$ cat src/rtl/ps2_key_decoder.sv
// PS/2 keyboard frame receiver and scan-code decoder (E0/F0 prefixes, device responses dropped).
// Define PS2_PARITY_CHECK_EN to reject frames with bad odd parity.
module ps2_key_decoder #(
  parameter int unsigned TIMEOUT_CYCLES = 50000
) (
  input  logic        clk,
  input  logic        reset_n,
  input  logic        ps2_clk,
  input  logic        ps2_data,
  output logic [10:0] ps2_key,
  output logic        frame_error
);

  localparam int unsigned CntW = $clog2(TIMEOUT_CYCLES + 1);
  localparam logic [CntW-1:0] TmoOne = CntW'(1);
  localparam logic [CntW-1:0] TmoMax = CntW'(TIMEOUT_CYCLES - 1);

  localparam logic [1:0] StIdle   = 2'd0;
  localparam logic [1:0] StData   = 2'd1;
  localparam logic [1:0] StParity = 2'd2;
  localparam logic [1:0] StStop   = 2'd3;

  logic [1:0]      clk_sync_q, data_sync_q;
  logic            clk_prev_q;
  logic [1:0]      state_q, state_d;
  logic [7:0]      shift_q, shift_d;
  logic [2:0]      bit_cnt_q, bit_cnt_d;
  logic [CntW-1:0] tmo_q, tmo_d;
  logic            ext_q, ext_d;
  logic            brk_q, brk_d;
  logic [10:0]     key_q, key_d;
  logic            err_q, err_d;
`ifdef PS2_PARITY_CHECK_EN
  logic            parity_q, parity_d;
`endif

  logic ps2_clk_s, ps2_data_s, fall, frame_ok;

  assign ps2_clk_s  = clk_sync_q[1];
  assign ps2_data_s = data_sync_q[1];
  assign fall       = clk_prev_q & ~ps2_clk_s;

  always_comb begin
    state_d   = state_q;
    shift_d   = shift_q;
    bit_cnt_d = bit_cnt_q;
    tmo_d     = tmo_q;
    ext_d     = ext_q;
    brk_d     = brk_q;
    key_d     = key_q;
    err_d     = 1'b0;
    frame_ok  = 1'b0;
`ifdef PS2_PARITY_CHECK_EN
    parity_d  = parity_q;
`endif
    if (fall) begin
      tmo_d = '0;
      case (state_q)
        StIdle: begin
          if (!ps2_data_s) begin
            state_d   = StData;
            bit_cnt_d = 3'd0;
          end
        end
        StData: begin
          shift_d   = {ps2_data_s, shift_q[7:1]};
          bit_cnt_d = bit_cnt_q + 3'd1;
          if (bit_cnt_q == 3'd7) state_d = StParity;
        end
        StParity: begin
`ifdef PS2_PARITY_CHECK_EN
          parity_d = ps2_data_s;
`endif
          state_d = StStop;
        end
        default: begin
          state_d = StIdle;
`ifdef PS2_PARITY_CHECK_EN
          // Odd parity over data plus parity bit means an odd XOR reduction.
          frame_ok = ps2_data_s & (^{shift_q, parity_q});
`else
          frame_ok = ps2_data_s;
`endif
          if (!frame_ok) begin
            err_d = 1'b1;
            ext_d = 1'b0;
            brk_d = 1'b0;
          end else if (shift_q == 8'hE0) begin
            ext_d = 1'b1;
          end else if (shift_q == 8'hF0) begin
            brk_d = 1'b1;
          end else if (shift_q != 8'hFA && shift_q != 8'hAA &&
                       shift_q != 8'hEE && shift_q != 8'hFE) begin
            key_d = {~key_q[10], ~brk_q, ext_q, shift_q};
            ext_d = 1'b0;
            brk_d = 1'b0;
          end
        end
      endcase
    end else if (state_q != StIdle) begin
      if (tmo_q == TmoMax) begin
        state_d = StIdle;
        tmo_d   = '0;
        err_d   = 1'b1;
        ext_d   = 1'b0;
        brk_d   = 1'b0;
      end else begin
        tmo_d = tmo_q + TmoOne;
      end
    end else begin
      tmo_d = '0;
    end
  end

  always_ff @(posedge clk or negedge reset_n) begin
    if (!reset_n) begin
      clk_sync_q  <= 2'b11;
      data_sync_q <= 2'b11;
      clk_prev_q  <= 1'b1;
      state_q     <= StIdle;
      shift_q     <= 8'h00;
      bit_cnt_q   <= 3'd0;
      tmo_q       <= '0;
      ext_q       <= 1'b0;
      brk_q       <= 1'b0;
      key_q       <= 11'h000;
      err_q       <= 1'b0;
`ifdef PS2_PARITY_CHECK_EN
      parity_q    <= 1'b0;
`endif
    end else begin
      clk_sync_q  <= {clk_sync_q[0], ps2_clk};
      data_sync_q <= {data_sync_q[0], ps2_data};
      clk_prev_q  <= ps2_clk_s;
      state_q     <= state_d;
      shift_q     <= shift_d;
      bit_cnt_q   <= bit_cnt_d;
      tmo_q       <= tmo_d;
      ext_q       <= ext_d;
      brk_q       <= brk_d;
      key_q       <= key_d;
      err_q       <= err_d;
`ifdef PS2_PARITY_CHECK_EN
      parity_q    <= parity_d;
`endif
    end
  end

  assign ps2_key     = key_q;
  assign frame_error = err_q;

endmodule

$ cat config.mk
export PLATFORM = sky130hd
export DESIGN_NAME = ps2_key_decoder
export DESIGN_NICKNAME = d
export VERILOG_FILES = /design/src/rtl/ps2_key_decoder.sv
export SDC_FILE = /design/constraint.sdc
export NUM_CORES = 1
export LEC_CHECK = 0
export CAP_MARGIN = 20
export CORE_ASPECT_RATIO = 1.5
export CORE_UTILIZATION = 47
export DETAILED_ROUTE_END_ITERATION = 10
export DONT_BUFFER_PORTS = 1
export MAX_ROUTING_LAYER = met4
export PLACE_DENSITY_LB_ADDON = 0.15
export SLEW_MARGIN = 25
export SYNTH_ARGS = -nofsm -noshare
export SYNTH_HDL_FRONTEND = slang
export SYNTH_SLANG_ARGS = --single-unit
export TNS_END_PERCENT = 1
$ cat constraint.sdc
create_clock -name clk -period 2.6 [get_ports clk]
set_input_delay 0.26 -clock clk [delete_from_list [all_inputs] [get_ports clk]]
set_output_delay 0.26 -clock clk [all_outputs]
set_load 0.05 [all_outputs]
==> flow_summary.ini <==
[worst_setup_path]
crit_path_end_kind = flip-flop
worst_ep_required_time_ns = 2.79
regToRegSetupSlack_ns = 0.53
critPathKind = flip-flop to flip-flop
reg2reg_to = ps2_key[3]
rr_worst_depth = 4
cp-start-kind = flip-flop
crit_fanout = 9
r2r_start = clk_prev_q
cp-startpoint = clk_prev_q
cp_data_arrival_time_ns = 2.26

[drt]
antenna_left = 0
totalWireLength_um = 3900
vias_per_cell = 5.45
vias = 1423
drt_iter0_markers = 57
routedWlPerCell_um = 15.0
dr.pass1.iters = 4
drc = 0

[worst_hold_path]
min_to = clk_sync_q[1]
hold_path_class = flip-flop to flip-flop
min-delay-start = clk_sync_q[0]
min_path_cells = 0

[pwr]
powerDensity_nw_per_um2 = 883
leakage_nw = 1.14
ir_worst_vdd_mv = 0.447

[place]
dp_hpwl_um = 2730
dp_cells = 249
dpl-instance-area_um2 = 2300
gp_congestion = 0.749
portBuffers = 0

[final_layout]
area_growth_pct = 10.1
antennaDiodeCount = 0
layout.cells.non_filler = 261
post-route-util_pct = 54.2
nets = 207
drive_gt1_share_pct = 15.2
fin_area_um2 = 2480

[synth]
synthTopCellsByCount = 43 x dfrtp_1, 20 x nor2_1, 10 x nand2_1, 10 x xor2_1, 9 x mux2_2
syn_area_um2 = 2260
postSynthCellCount = 191
synthFlopType = dfrtp_1
synth_nets = 202
async_flop_share_pct = 100
syn_area_per_cell_um2 = 11.8
yosysMostFrequentCell = dfrtp_1
synth.top_cells.by_area = dfrtp_1 48%, dfstp_2 5.8%, mux2_2 4.5%
yosysTopAreaCell = dfrtp_1
ys_types = 42
yosysTopAreaCellShare_pct = 47.7
ys_warn_count = 0
ys_ff_latch = 48
synth-seq-area-share_pct = 53.5
synth_edf_count = 0

[cts]
clockBufferDepth = 2
cts_root_buffer = clkbuf_8
clk_pin_slew_worst_paths_ns = 0.08
htree_levels = 2
numCtsBuffers = 5
clock-sinks = 48
clock_latency_ns = 0.30
cts_tree = built

[sta]
final.setup_skew_ns = 0.00556
period_needed_ns = 2.07
fin_tns_setup_ns = 0
slew_headroom_pct = 58.3
setup_violations = 0
clock.fmax_ghz = 0.483
hold_viol = 0
report.final.slew_viol_count = 0
rsz0062_at_grt = no
worst_pin_slew_ns = 0.626
finalCritPeriodShare_pct = 79.6

[grt]
antenna_found_initial = 0
grt_max_degree = 49
grt_pass1_vias = 1429
grt_usage_pct = 18.2
grt_overflow = 0
grt_pass1_wl_um = 6730

[floorplan]
die_h_um = 86.9
io_pins = 16
core_um2 = 4580
row_count = 30
dieWidth_um = 58.6
dieArea_um2 = 5090
start_util_pct = 49.3

[run_status]
status = complete, no violations

[flow_run]
cap_violations = 0
## cell type report
| cell class | instances | area [um^2] |
|---|---|---|
| sequential | 48 | 1210 |
| clock inverter | 1 | 30.0 |
| inverter | 4 | 15.0 |
| timing repair buffer | 4 | 57.6 |
| clock buffer | 7 | 96.3 |
| fill | 414 | 2100 |
| tap | 64 | 80.1 |
| multi-input combinational | 133 | 997 |
## kinds of logic after synthesis
logic type,after synthesis,synth area share [%]
adders and majority gates,7,3.88
buffers and inverters,10,2.27
xor gates and xnor gates,14,5.44
AOI/OAI and AO/OA,24,7.04
muxes,18,9.82
and+or+nand+nor,70,18.0
DFF,48,53.5
## state kept, by name, summed over array words and instances, names as in the netlist
| register | flops |
|---|---|
| bit_cnt_q | 3 |
| brk_q | 1 |
| clk_prev_q | 1 |
| clk_sync_q | 2 |
| data_sync_q | 2 |
| ext_q | 1 |
| frame_error | 1 |
| ps2_key | 11 |
| shift_q | 8 |
| state_q | 2 |
| tmo_q | 16 |
## how the worst max path moves through the flow
stage	end	slack, ns	depth (start not counted)
global placement	ps2_key[4]	0.56	4
CTS	ps2_key[3]	0.52	4
finish	ps2_key[3]	0.53	4
global route	ps2_key[8]	0.42	4
detailed placement	ps2_key[3]	0.53	4
floorplan	ps2_key[1]	0.74	6
## per-stage QoR
step,power [mW],worst slack (ns),hold WS [ns]
final,2.19,0.531,0.362
after global routing,2.33,0.416,0.366
after CTS,2.22,0.521,0.363
after detailed placement,1.61,0.528,-0.0339
after global placement,1.58,0.555,-0.0343
after floorplan,1.50,0.742,-0.0356
## worst max-delay path, cell delays in order (launching register included)
cell	delay (ns)
dfstp_2	0.53
nor2b_4	0.18
and3_1	0.28
or3b_1	0.60
mux2_4	0.37
## placed cells by master (no fill, tap or decap), types with 6 or more instances in the layout
cell type,Yosys,layout
xor2_1,10,10
clkbuf_8,0,7
dfrtp_1,43,43
ha_1,7,7
nor2_1,20,20
mux2_4,6,6
mux2_2,9,9
a21oi_1,7,7
nand2_1,10,10
## report_power, final
group	internal [mW]	total (mW)	switching, mW
Combinational	0.225	0.452	0.227
Clock	0.339	0.575	0.236
Sequential	0.879	1.17	0.287
Total	1.44	2.19	0.750
## routing by layer
metal | GRT usage [%] | part of all wire (%)
met1 | 19.9 | 42
met3 | 4.16 | 2.6
met4 | 7.79 | 2.0
met2 | 31.1 | 53
met5 | - | 0
## repair_timing
action	in CTS	in global routing
setup buffers	0	0
endpoints found under the setup margin	0	0
hold buffers	4	0
endpoints found under the hold margin	50	0
resized for setup	0	0
(Power assumes the default switching activity.)
